==> src/rtl/bcd_updown_counter_pkg.sv <==
// Shared definitions for the synchronous multi-digit up/down counter.
// Digit width is fixed; the per-digit modulus is a parameter of each instance.
package bcd_updown_counter_pkg;

  localparam int DW = 4;

  typedef logic [DW-1:0] digit_t;

  function automatic int digit_max(input int radix);
    return radix - 1;
  endfunction

endpackage

==> src/rtl/bcd_updown_counter_digit.sv <==
// One mod-RADIX digit: loads a sanitised value or steps up/down when told to.
// Neighbour carry/borrow decisions are made by the parent from at_max/at_min.
module bcd_digit
  import bcd_updown_counter_pkg::*;
#(
  parameter int RADIX = 10
) (
  input  logic   clk,
  input  logic   clear,
  input  logic   step,
  input  logic   up,
  input  logic   load,
  input  digit_t ld_digit,
  output digit_t digit,
  output logic   at_max,
  output logic   at_min,
  output logic   ld_bad
);

  localparam digit_t       MAX_D   = digit_t'(digit_max(RADIX));
  localparam logic [DW:0]  RADIX_W = (DW+1)'(RADIX);

  assign at_max = (digit == MAX_D);
  assign at_min = (digit == '0);
  // Widened compare so RADIX=16 (never illegal) needs no special case
  assign ld_bad = ({1'b0, ld_digit} >= RADIX_W);

  always_ff @(posedge clk or negedge clear) begin
    if (!clear) begin
      digit <= '0;
    end else if (load) begin
      digit <= ld_bad ? '0 : ld_digit;
    end else if (step) begin
      if (up)
        digit <= at_max ? '0 : digit + digit_t'(1);
      else
        digit <= at_min ? MAX_D : digit - digit_t'(1);
    end
  end

endmodule

==> src/rtl/bcd_updown_counter.sv <==
// Synchronous multi-digit up/down counter: all digits update on one edge,
// with carries resolved combinationally, plus cascade tc and status pulses.
module bcd_updown_counter
  import bcd_updown_counter_pkg::*;
#(
  parameter int DIGITS = 4,
  parameter int RADIX  = 10
) (
  input  logic                 clk,
  input  logic                 clear,
  input  logic                 en,
  input  logic                 up,
  input  logic                 load,
  input  logic [DIGITS*DW-1:0] load_val,
  output logic [DIGITS*DW-1:0] q,
  output logic                 tc,
  output logic                 wrap,
  output logic                 load_err
);

  logic [DIGITS-1:0] at_max;
  logic [DIGITS-1:0] at_min;
  logic [DIGITS-1:0] ld_bad;
  logic [DIGITS-1:0] step;

  // Digit i steps when enabled and every lower digit sits at its carry/borrow value
  always_comb begin
    logic run;
    step = '0;
    run  = en;
    for (int i = 0; i < DIGITS; i++) begin
      step[i] = run;
      run     = run & (up ? at_max[i] : at_min[i]);
    end
  end

  for (genvar i = 0; i < DIGITS; i++) begin : g_digit
    bcd_digit #(.RADIX(RADIX)) u_digit (
      .clk      (clk),
      .clear    (clear),
      .step     (step[i]),
      .up       (up),
      .load     (load),
      .ld_digit (load_val[DW*i +: DW]),
      .digit    (q[DW*i +: DW]),
      .at_max   (at_max[i]),
      .at_min   (at_min[i]),
      .ld_bad   (ld_bad[i])
    );
  end

  assign tc = en & (up ? (&at_max) : (&at_min));

  always_ff @(posedge clk or negedge clear) begin
    if (!clear) begin
      wrap     <= 1'b0;
      load_err <= 1'b0;
    end else begin
      wrap     <= en & ~load & tc;
      load_err <= load & (|ld_bad);
    end
  end

endmodule

==> config.mk <==
export PLATFORM = sky130hd
export DESIGN_NAME = bcd_updown_counter
export DESIGN_NICKNAME = d
export VERILOG_FILES = /design/src/rtl/bcd_updown_counter_pkg.sv /design/src/rtl/bcd_updown_counter_digit.sv /design/src/rtl/bcd_updown_counter.sv
export SDC_FILE = /design/constraint.sdc
export NUM_CORES = 1
export LEC_CHECK = 0
export CORE_MARGIN = 2
export CORE_UTILIZATION = 49
export CTS_CLUSTER_DIAMETER = 60
export CTS_CLUSTER_SIZE = 30
export DETAILED_ROUTE_END_ITERATION = 10
export PLACE_DENSITY = 0.8
export REMOVE_ABC_BUFFERS = 1
export SKIP_CTS_REPAIR_TIMING = 1
export SYNTH_ARGS = -nofsm -noshare
export SYNTH_HDL_FRONTEND = slang
export SYNTH_SLANG_ARGS = --single-unit
==> constraint.sdc <==
create_clock -name clk -period 2.15 [get_ports clk]
set_clock_uncertainty 0.1 [all_clocks]
set_input_delay 0.43 -clock clk [delete_from_list [all_inputs] [get_ports clk]]
set_output_delay 0.43 -clock clk [all_outputs]
set_load 0.1 [all_outputs]
* Yosys cells after proc, flatten, opt, wreduce, memory -nomap -nowiden
Index checks and enable logic that the tools add are counted.
W data, S select, Z words.
** Storage, ports and cells
- Bits in registers :: 18
- Logic and storage cells :: 69
- Output and inout port bits :: 19
- Input bits :: 21
** Operators by class
- $add $sub $neg :: 8
- Equal/unequal tests :: 4
- Muxes and demuxes :: 28
- Reduce and logical (&&, ||, !) cells :: 11
- Magnitude comparators :: 4
- Bitwise gates (word level) :: 8
** Operators by type and width (count)
- $mux W4 :: 24
- $add A4 B1 Y4 const B :: 4
- $eq A4 B4 Y1 const B :: 4
- $ge A4 B4 Y1 const B :: 4
- $logic_not A4 Y1 :: 4
- $sub A4 B1 Y4 const B :: 4
- $reduce_and A4 Y1 :: 2
- $reduce_bool A2 Y1 :: 4
- $and A1 B1 Y1 :: 7
- $mux W1 :: 4
- $reduce_or A4 Y1 :: 1
- $not A1 Y1 :: 1

* Logic depth before layout (Yosys ltp)
Gate-level depths: netlist of the first run.
- Word-level depth :: 7
- Mapped depth :: 7
- Mapped depth without buffers :: 5

* Modules after synthesis
A second synthesis of the first run with hierarchy kept.
** Second synthesis, totals
- Cell total of the unflattened synthesis :: 197
- Area total of the unflattened synthesis :: 1770.4 sq um
** Modules (own cells, without submodules)
- bcd_digit :: seq. area each 100.1 sq um, area each 397.9 sq um, instances 4, cells each 45
- bcd_updown_counter :: seq. area each 50.0 sq um, area each 178.9 sq um, instances 1, cells each 17

* Least setup slack after synthesis of the first run
No wires, ideal clock.
- Path kind :: reg2out
- From :: register g_digit[3].u_digit.digit[3]
- To :: output tc
- Path buffers :: 1
- Data arrival time :: 3379 ps
- Stages on the path, launching flop included :: 6
- Slack :: -1759 ps
- Cell sequence :: dfrtp_1 > clkbuf_1 > or4_1 > nor2_1 > o22ai_1 > nor4_2
** Between the ends
- Longest elaborated chain between the ends :: 4
- Elaborated cells between the ends (all ways) :: 6
- Classes of those cells :: 1 x eq/ne; 1 x mux; 1 x bitwise; 3 x reduce/logical
** Ends and longest elaborated chain
- from (decl) :: RTL line bcd_updown_counter_digit.sv:14 : output digit_t digit,
- from (signal assigned) :: RTL line bcd_updown_counter_digit.sv:32 : digit <= ld_bad ? '0 : ld_digit;
- from (signal assigned) :: RTL line bcd_updown_counter_digit.sv:35 : digit <= at_max ? '0 : digit + digit_t'(1);
- from (signal assigned) :: RTL line bcd_updown_counter_digit.sv:37 : digit <= at_min ? MAX_D : digit - digit_t'(1);
- $eq A4 B4 Y1 / $logic_not A4 Y1 (equally long branches) :: RTL line bcd_updown_counter_digit.sv:23, bcd_updown_counter_digit.sv:24
- $reduce_and A4 Y1 :: RTL line bcd_updown_counter.sv:52 : assign tc = en & (up ? (&at_max) : (&at_min));
- $mux W1 * :: RTL line bcd_updown_counter.sv:52
- $and A1 B1 Y1 * :: RTL line bcd_updown_counter.sv:52
- to (decl) :: RTL line bcd_updown_counter.sv:16 : output logic tc,
Mark *: on every way between the ends. The rest lies on a longest branch, timed or not.

* Final worst setup path of the first run
Ends and elaborated chain as after synthesis.

==> results of run 1 <==
through the flow:
step	setup slack (ps)	utilization (%)	hold slack (ps)	TNS, ps
after global placement	-523	76.4	605	-3340
after floorplan	-1750	-	34.4	-4530
after global routing	-440	78.3	388	-440
final	-355	78.3	353	-355
after detailed placement	-610	76.4	623	-4410
after CTS	-600	77.6	351	-612
state kept, by name, indices dropped and copies added, names as in the netlist:
| name | cells |
|---|---|
| wrap | 1 |
| g_digit.u_digit.digit | 16 |
| load_err | 1 |
path summary, 6_finish.rpt:
kind | from | to | slack (ps) | cells after the start
max | g_digit[3].u_digit.digit[3] | tc | -360 | 6
min | clear | load_err | 350 | 2
max reg2reg | g_digit[0].u_digit.digit[1] | g_digit[1].u_digit.digit[2] | 170 | 7
min reg2reg | g_digit[2].u_digit.digit[1] | g_digit[2].u_digit.digit[1] | 670 | 3
max in group asynchronous | clear | g_digit[2].u_digit.digit[3] | 1380 | 2
min in group clk | load_val[4] | g_digit[1].u_digit.digit[0] | 580 | 3
layout by cell type (no fill, tap or decap), types with 7 or more instances in the layout:
cell / count
nor3_1: 8
nand3b_1: 7
o21ai_0: 20
clkdlybuf4s50_1: 19
nand3_1: 11
dfrtp_1: 18
nor2_1: 12
buf_4: 34
mux2i_1: 10
o21ai_1: 8
buf_12: 17
nand2_1: 9
power by group through the flow:
stage	clock network, mW	logic (mW)	registers, mW
detailed placement	0	0.819	0.406
global route	0.230	0.878	0.405
CTS	0.223	0.822	0.399
floorplan	0	0.190	0.676
finish	0.219	0.834	0.402
global placement	0	0.797	0.403
cell type report:
type                    instances  share of cell area (%)
repair buffers                 71                    33.1
multi-input cells             157                    43.4
inverters                       6                   0.935
clock buffers                   4                    1.51
flip-flops and latches         18                    18.7
well taps                      44                    2.29
critical path, delay by kind of cell, from the launching register on:
kind	cells	cell delay [ps]
AND/OR/NAND/NOR	3	830
flip-flops	1	420
buffers and inverters	2	330
AO/OA/AOI/OAI	1	80
routing by layer:
metal	global-route usage (%)	wire [µm]
met1	32.1	1860
met2	47.7	2500
met3	6.30	294
met4	7.45	55
met5	0	0
kinds of logic (layout without fill, tap and decap cells):
logic type / after synthesis / count (layout)
compound gates: 64 / 64
mux: 10 / 10
flops: 18 / 18
xor+xnor: 9 / 9
simple gates: 74 / 74
buf+inv: 27 / 81
==> summary.txt, run 1 <==
Run status
  – Outcome: finished, violations left
  – Violations in the final reports: setup timing

Pwr
  – Switching power share of the total: between 40% and 50%
  – Net switching power figure: between 0.6 and 0.7 mW
  – Part of the power in combinational logic: a little under three fifths
  – Proportion of power drawn by flip-flops and latches: between 20% and 30%
  – Pwr Total: about 1.5 mW
  – Maximum vdd ir drop: approximately 0.56 mV
  – Leak pwr: 1.03 nW
  – Clock share of power: 15.1%
  – Total internal power: roughly 0.8 mW
  – Power density cells: a little over 600 nW/µm²

STA
  – Count of final max-slew check failures: 0
  – Slew margin rel.: between 60% and 70%
  – Highest attainable clock frequency: around 400 MHz
  – Final critical path time including I/O delays and setup: about 2500 ps
  – Count of final setup violators: 1
  – Final Hold Fails: 0
  – RSZ-0062 raised after global routing: yes
  – Slew of the pin with the lowest slew margin: 475 ps
  – Period Utilization, post-route: 117%
  – Post-route worst setup slack: -355 ps

Global route
  – Tot GR Track Use: between 20% and 30%
  – Wire length of the first global-routing pass: between 7000 and 8000 µm
  – Aggregate global routing overflow: 0
  – Largest net degree at the start of global routing: 20
  – Via count of the first global-routing pass: 1700
  – Number of antenna violations at the first check in global routing: 0

Logic synthesis
  – Sequential cell area fraction in the yosys report: between 20 and 30%
  – Unique cell type count in the Yosys netlist: a little over 50
  – Largest family of logic cells by synthesized area: simple AND/OR/NAND/NOR gates
  – Number of synthesized flops with an enable pin: 0
  – Area share of xor/xnor cells in the synthesized design: between 4 and 5%
  – Cell types occupying the most area after synthesis: dfrtp_1 28%, mux2i_1 6.3%, o21ai_0 6.3%
  – Fraction of post-synthesis cell area in the top cell type by area: 28.2%
  – Ys Warns: 0
  – Share of synthesized cell area in full adder, half adder and majority cells: 0%
  – Complex-gate fraction of the synthesized area: 26.2%
  – Most common flop cell mapped by yosys: dfrtp_1
  – Flip-flop and latch count after synthesis: 18
  – Syn Inst Count: 202
  – Most frequent cell after synthesis: o21ai_0
  – Synth async-reset ratio: 100%
  – Dominant cell type by area after synthesis: dfrtp_1
  – Simple logic cell fraction of the synthesized area: 26.9%
  – Most common library cells after synthesis: 20 x o21ai_0, 18 x dfrtp_1, 13 x nor2_1
  – Mux cell area share after synthesis: between 6 and 7%
  – Synth Cell Area: ~1600 µm²
  – Mean area per synthesized cell: 7.92 µm²

Clock network
  – Maximum clock insertion buffer count: 2
  – Clock transition at path regs: roughly 110 ps
  – TritonCTS sink count: 18
  – CTS HTree Levels: 1
  – Clock root buffer: clkbuf_4
  – Clock latency at the later pin of the worst-skew pair: slightly above 300 ps
  – Clock tree from TritonCTS: done
  – Total clock buffers created by CTS: 3

Cells and area
  – Post-route non-filler standard cell count: 300
  – Post-route cell area: between 2000 and 2500 µm²
  – Register area: between 400 and 500 µm²
  – Number of nets in the layout: 278
  – Number of diodes added for antenna fixing: 0
  – Filler Cells Inserted: 210
  – Area delta synth->final: 50.6%
  – Fraction of layout instances using a drive strength above 1: 26.2%
  – Multi-input gate area in the final layout: ~1000 µm²

Routing
  – Number of iterations in the first detailed-routing pass: 7
  – Via-per-instance ratio: 5.95
  – Routed vias: between 1500 and 2000
  – Drc violations: 0
  – Detailed-route wire length: approximately 4700 µm
  – Avg WL per Cell: around 16 µm
  – DRC violation total after the first TritonRoute iteration: 139
  – Routed Antenna Nets: 0

Placed design
  – Instance area at placement: around 2400 µm²
  – Estimated wirelength of the detail-placed design: around 3600 µm
  – Number of cells after detailed placement: just under 300
  – PortBufs: 39
  – Final weighted congestion in routability-driven placement: 0.862

Job
  – Number of max-cap violations: 0

Worst setup path
  – Required time at the endpoint of the critical path: between 1500 and 2000 ps
  – Ordered list of cells on the worst path: or4_4 > nor2_4 > o22ai_2 > nor4_2 > buf_4 > buf_12
  – Highest net fanout along the worst path: 2
  – Class of the most critical setup path: flip-flop to output pin
  – Delay of the slowest cell on the worst path: 560 ps
  – CP max-delay cell: or4_4
  – Endpoint type of the worst setup path: output pin
  – Startpoint types: flip-flop
  – Signal arrival time at the worst endpoint: 1980 ps

Floorplanning
  – Site Rows: 20
  – Initial cell density of the core: between 50% and 60%
  – Core area: approximately 3000 µm²
  – Area of the die: around 3700 µm²
  – Ports placed on the boundary: 40
  – X dimension of the die: 61.1 µm
  – Chip height: 61.1 µm

Worst hold path
  – Class of the worst hold path: input port to async pin
Power figures use the tool's default switching activity.
==> inputs of run 2 (changes only) <==
- CORE_ASPECT_RATIO: not set -> 0.5
- CTS_CLUSTER_DIAMETER: 60 -> not set
==> summary.txt, run 2 (synthesis results as in run 1) <==
STA
  – Slew margin rel.: 64.4%
  – Count of final max-slew check failures: 0
  – Slew of the pin with the lowest slew margin: 529 ps
  – RSZ-0062 raised after global routing: yes
  – Highest attainable clock frequency: ~420 MHz
  – Final critical path time including I/O delays and setup: approximately 2400 ps
  – Count of final setup violators: 1
  – Post-route worst setup slack: -252 ps
  – Final Hold Fails: 0
  – Period Utilization, post-route: 112%

Clock network
  – Maximum clock insertion buffer count: 2
  – Total clock buffers created by CTS: 3
  – Clock tree from TritonCTS: done
  – CTS HTree Levels: 1
  – Clock root buffer: clkbuf_8
  – Clock latency at the later pin of the worst-skew pair: ~260 ps
  – TritonCTS sink count: 18
  – Clock transition at path regs: ~80 ps

Global route
  – Aggregate global routing overflow: 0
  – Wire length of the first global-routing pass: between 7000 and 8000 µm
  – Largest net degree at the start of global routing: 19
  – Number of antenna violations at the first check in global routing: 0
  – Tot GR Track Use: approximately a quarter
  – Via count of the first global-routing pass: about 1600

Placed design
  – PortBufs: 39
  – Setup Slack @ Placement: -623 ps
  – Final weighted congestion in routability-driven placement: a little under 0.9
  – Estimated wirelength of the detail-placed design: roughly 3600 µm
  – Number of cells after detailed placement: around 290

Cells and area
  – Most frequent cells in the layout: 34 x buf_4, 20 x o21ai_0, 19 x clkdlybuf4s50_1
  – Biggest regs: g_digit.u_digit.digit: 16 flops, load_err: 1 flops, wrap: 1 flops
  – Fraction of layout instances using a drive strength above 1: about a quarter
  – Number of nets in the layout: ~280
  – Post-route non-filler standard cell count: 296
  – Area delta synth->final: 50.9%
  – Filler Cells Inserted: roughly 200
  – Max reg flops: 16
  – Largest reg by FF count: g_digit.u_digit.digit
  – Commonest non-fill, non-tap cell in the layout: buf_4
  – Number of diodes added for antenna fixing: 0

Pwr
  – Power density cells: 630 nW/µm²
  – Leak pwr: 1.03 nW
  – Maximum vdd ir drop: 0.440 mV

Routing
  – DRC violation total after the first TritonRoute iteration: roughly 190
  – Detailed-route wire length: between 4000 and 5000 µm
  – Drc violations: 0
  – Avg WL per Cell: roughly 16 µm
  – Routed vias: around 1800
  – Via-per-instance ratio: around 6.1
  – Routed Antenna Nets: 0
  – Number of iterations in the first detailed-routing pass: 4

Floorplanning
  – Core area: 3050 µm²
  – Initial cell density of the core: between 50% and 60%
  – Chip height: approximately 44 µm
  – Area of the die: approximately 3800 µm²
  – X dimension of the die: approximately 85 µm
  – Site Rows: 14
  – Ports placed on the boundary: 40

Worst setup path
  – Ordered list of cells on the worst path: or4_1 > nor2_1 > o22ai_1 > nor4_2 > buf_4 > buf_12
  – Endpoint type of the worst setup path: output pin
  – Class of the most critical setup path: flip-flop to output pin
  – RR Startpoint: g_digit[0].u_digit.digit[1]
  – Delay of the slowest cell on the worst path: 510 ps
  – Critical Path Start: g_digit[3].u_digit.digit[3]
  – Highest net fanout along the worst path: 2
  – Endpoint of the worst register-to-register path: g_digit[2].u_digit.digit[2]
  – Signal arrival time at the worst endpoint: ~1900 ps
  – Capture point of the worst path: tc
  – Startpoint types: flip-flop
  – Required time at the endpoint of the critical path: ~1600 ps
  – CP max-delay cell: or4_1
  – Worst reg2reg setup slack: roughly 150 ps
  – R2r worst-path depth: 6

Run status
  – Violations in the final reports: setup timing
  – Outcome: finished, violations left

Job
  – Number of max-cap violations: 0

Worst hold path
  – Class of the worst hold path: input port to async pin
## run 2: critical path, delay by kind of cell (launching register included)
| family | cells | cell delay (ps) |
|---|---|---|
| simple gates | 3 | 780 |
| flops | 1 | 400 |
| compound gates | 1 | 100 |
| buf+inv | 2 | 330 |
## run 2: final cells by class
type / instances / area (µm²) / area share (%)
clock buffers: 4 / 55.1 / 2.28
inverters: 6 / 22.5 / 0.934
multi-input cells: 157 / 1040 / 42.9
flip-flops and latches: 18 / 450 / 18.7
well taps: 40 / 50.0 / 2.07
repair buffers: 71 / 798 / 33.1
## run 2: per-stage QoR
step | power (mW) | hold slack, ps | area, µm² | TNS, ps | utilization [%]
6_report | 1.52 | 414 | 2410 | -252 | 79.1
5_1_grt | 1.58 | 426 | 2410 | -307 | 79.1
4_1_cts | 1.51 | 422 | 2400 | -1440 | 78.8
3_5_place_dp | 1.23 | 649 | 2350 | -5010 | 77.0
3_3_place_gp | 1.20 | 617 | 2350 | -3670 | 77.0
2_1_floorplan | 0.867 | 34.4 | 1500 | -4530 | -
## run 2: power by group
group | leakage [nW] | internal, mW | switching, mW
Sequential | 0.233 | 0.370 | 0.0317
Combinational | 0.766 | 0.326 | 0.503
Clock | 0.0288 | 0.163 | 0.126
Total | 1.03 | 0.859 | 0.661
## run 2: metal layers
| metal | part of all wire, % | vias to the layer above | track usage (%) |
|---|---|---|---|
| li1 | - | 859 | - |
| met1 | 44 | 858 | 34.4 |
| met2 | 49 | 66 | 43.5 |
| met3 | 5.9 | 8 | 5.04 |
| met4 | 1.6 | 0 | 8.57 |
| met5 | 0 | - | 0 |
## run 2: worst min path at each step
| stage | start | end |
|---|---|---|
| 3_5_place_dp | g_digit[3].u_digit.digit[0] | g_digit[3].u_digit.digit[0] |
| 5_1_grt | clear | g_digit[2].u_digit.digit[3] |
| 3_3_place_gp | g_digit[1].u_digit.digit[1] | g_digit[1].u_digit.digit[1] |
| 4_1_cts | clear | g_digit[2].u_digit.digit[1] |
| 2_1_floorplan | clear | g_digit[0].u_digit.digit[0] |
| 6_report | clear | g_digit[0].u_digit.digit[2] |
==> inputs of run 3 (changes only) <==
- CTS_BUF_LIST: not set -> sky130_fd_sc_hd__clkbuf_16
- PLACE_DENSITY: 0.8 -> not set
- PLACE_DENSITY_LB_ADDON: not set -> 0.3
==> summary.txt, run 3 (synthesis results as in run 1) <==
Run status
  – Outcome: finished, violations left
  – Violations in the final reports: setup timing

STA
  – Highest attainable clock frequency: slightly above 400 MHz
  – Period Utilization, post-route: 113%
  – Final Hold Fails: 0
  – Setup TNS after final layout: -277 ps
  – Count of final max-slew check failures: 0
  – Count of final setup violators: 1
  – Slew margin rel.: around 68%
  – Slew of the pin with the lowest slew margin: approximately 470 ps
  – RSZ-0062 raised after global routing: yes
  – Post-route worst setup slack: -277 ps
  – Final critical path time including I/O delays and setup: 2430 ps
  – Final Hold Slack: ~420 ps

Worst setup path
  – Endpoint type of the worst setup path: output pin
  – Critical Path Start: up
  – RR Startpoint: g_digit[0].u_digit.digit[1]
  – R2r worst-path depth: 6
  – Highest net fanout along the worst path: 7
  – Class of the most critical setup path: input port to output pin
  – Signal arrival time at the worst endpoint: 1900 ps
  – Endpoint of the worst register-to-register path: g_digit[2].u_digit.digit[2]
  – Startpoint types: input port
  – Required time at the endpoint of the critical path: 1620 ps
  – Capture point of the worst path: tc
  – Worst reg2reg setup slack: approximately 160 ps

Clock network
  – Clock transition at path regs: around 60 ps
  – CTS HTree Levels: 1
  – Clock tree from TritonCTS: done
  – Clock latency at the later pin of the worst-skew pair: roughly 250 ps
  – Maximum clock insertion buffer count: 2
  – Total clock buffers created by CTS: 3
  – Clock root buffer: clkbuf_16
  – TritonCTS sink count: 18

Global route
  – Number of antenna violations at the first check in global routing: 0
  – Via count of the first global-routing pass: roughly 1700
  – Tot GR Track Use: between 20% and 30%
  – Met2 Resource Use GR: just over 50%
  – Wire length of the first global-routing pass: approximately 8400 µm
  – Aggregate global routing overflow: 0
  – M1 GR Usage: 36.8%
  – Largest net degree at the start of global routing: 19
  – Met3 demand-to-capacity share in global routing: between 5 and 6%
  – Most Used Layer, Global Route: met2

Cells and area
  – Fraction of layout instances using a drive strength above 1: between 20 and 25%
  – Commonest non-fill, non-tap cell in the layout: buf_4
  – Biggest regs: g_digit.u_digit.digit: 16 flops, load_err: 1 flops, wrap: 1 flops
  – Largest reg by FF count: g_digit.u_digit.digit
  – Number of nets in the layout: around 280
  – Number of diodes added for antenna fixing: 0
  – Max reg flops: 16
  – Most frequent cells in the layout: 33 x buf_4, 20 x o21ai_0, 19 x clkdlybuf4s50_1
  – Area delta synth->final: 51.4%

Worst hold path
  – Class of the worst hold path: input port to async pin

Floorplanning
  – Site Rows: 14
  – Area of the die: 3760 µm²
  – Chip height: 44.4 µm
  – Initial cell density of the core: between 50 and 60%
  – X dimension of the die: roughly 85 µm
  – Core area: 3050 µm²
  – Ports placed on the boundary: 40

Placed design
  – PortBufs: 39
  – Final weighted congestion in routability-driven placement: around 0.86
  – Estimated wirelength of the detail-placed design: between 3000 and 4000 µm

Routing
  – Avg WL per Cell: between 15 and 20 µm
  – Via-per-instance ratio: 6.23
  – Detailed-route wire length: 5300 µm
  – Number of iterations in the first detailed-routing pass: 5
  – DRC violation total after the first TritonRoute iteration: 108
  – Routed vias: approximately 1800
  – Drc violations: 0
  – Routed Antenna Nets: 0

Job
  – Number of max-cap violations: 0

Pwr
  – Power density cells: ~670 nW/µm²
  – Maximum vdd ir drop: about 0.34 mV
  – Leak pwr: 1.03 nW
==> run 3: worst max-delay path, cell delays in order <==
cell,delay [ps]
dlymetal6s2s_1,210
or3_1,450
nor2_1,180
o22ai_1,130
nor4_2,170
buf_4,170
buf_12,160
==> run 3: through the flow <==
stage | worst slack, ps | utilization [%] | cell area (µm²) | power [mW] | instances
after floorplan | -1750 | - | 1500 | 0.867 | 181
after global placement | -464 | 76.8 | 2340 | 1.20 | 291
after detailed placement | -583 | 76.8 | 2340 | 1.22 | 291
after CTS | -641 | 79.4 | 2420 | 1.61 | 295
after global routing | -358 | 79.4 | 2420 | 1.68 | 295
final | -277 | 79.4 | 2420 | 1.62 | 295
==> run 3: worst min path at each step <==
stage                                     start                          end  slack, ps
finish                                    clear                     load_err        420
global placement    g_digit[1].u_digit.digit[0]  g_digit[1].u_digit.digit[0]        510
CTS                                       clear                     load_err        430
detailed placement  g_digit[1].u_digit.digit[0]  g_digit[1].u_digit.digit[0]        540
global route                              clear                     load_err        450
floorplan                                 clear  g_digit[0].u_digit.digit[0]         30
==> run 3: layer usage <==
layer  share of wire (%)  up-vias
met5                   0        -
met3                 7.6       28
met1                  40      855
li1                    -      850
met2                  48      106
met4                 4.2        0
==> run 3: layout make-up <==
| type | instances | area (µm²) |
|---|---|---|
| tap | 40 | 50.0 |
| inverter | 6 | 22.5 |
| timing repair buffer | 70 | 791 |
| clock inverter | 1 | 3.75 |
| sequential | 18 | 450 |
| fill | 184 | 627 |
| clock buffer | 3 | 75.1 |
| multi-input combinational | 157 | 1030 |
==> run 3: power by group <==
part	switching [mW]	internal [mW]	leakage, nW	total, mW
Clock	0.133	0.248	0.0385	0.381
Sequential	0.0339	0.371	0.233	0.405
Combinational	0.511	0.323	0.760	0.834
Total	0.678	0.942	1.03	1.62
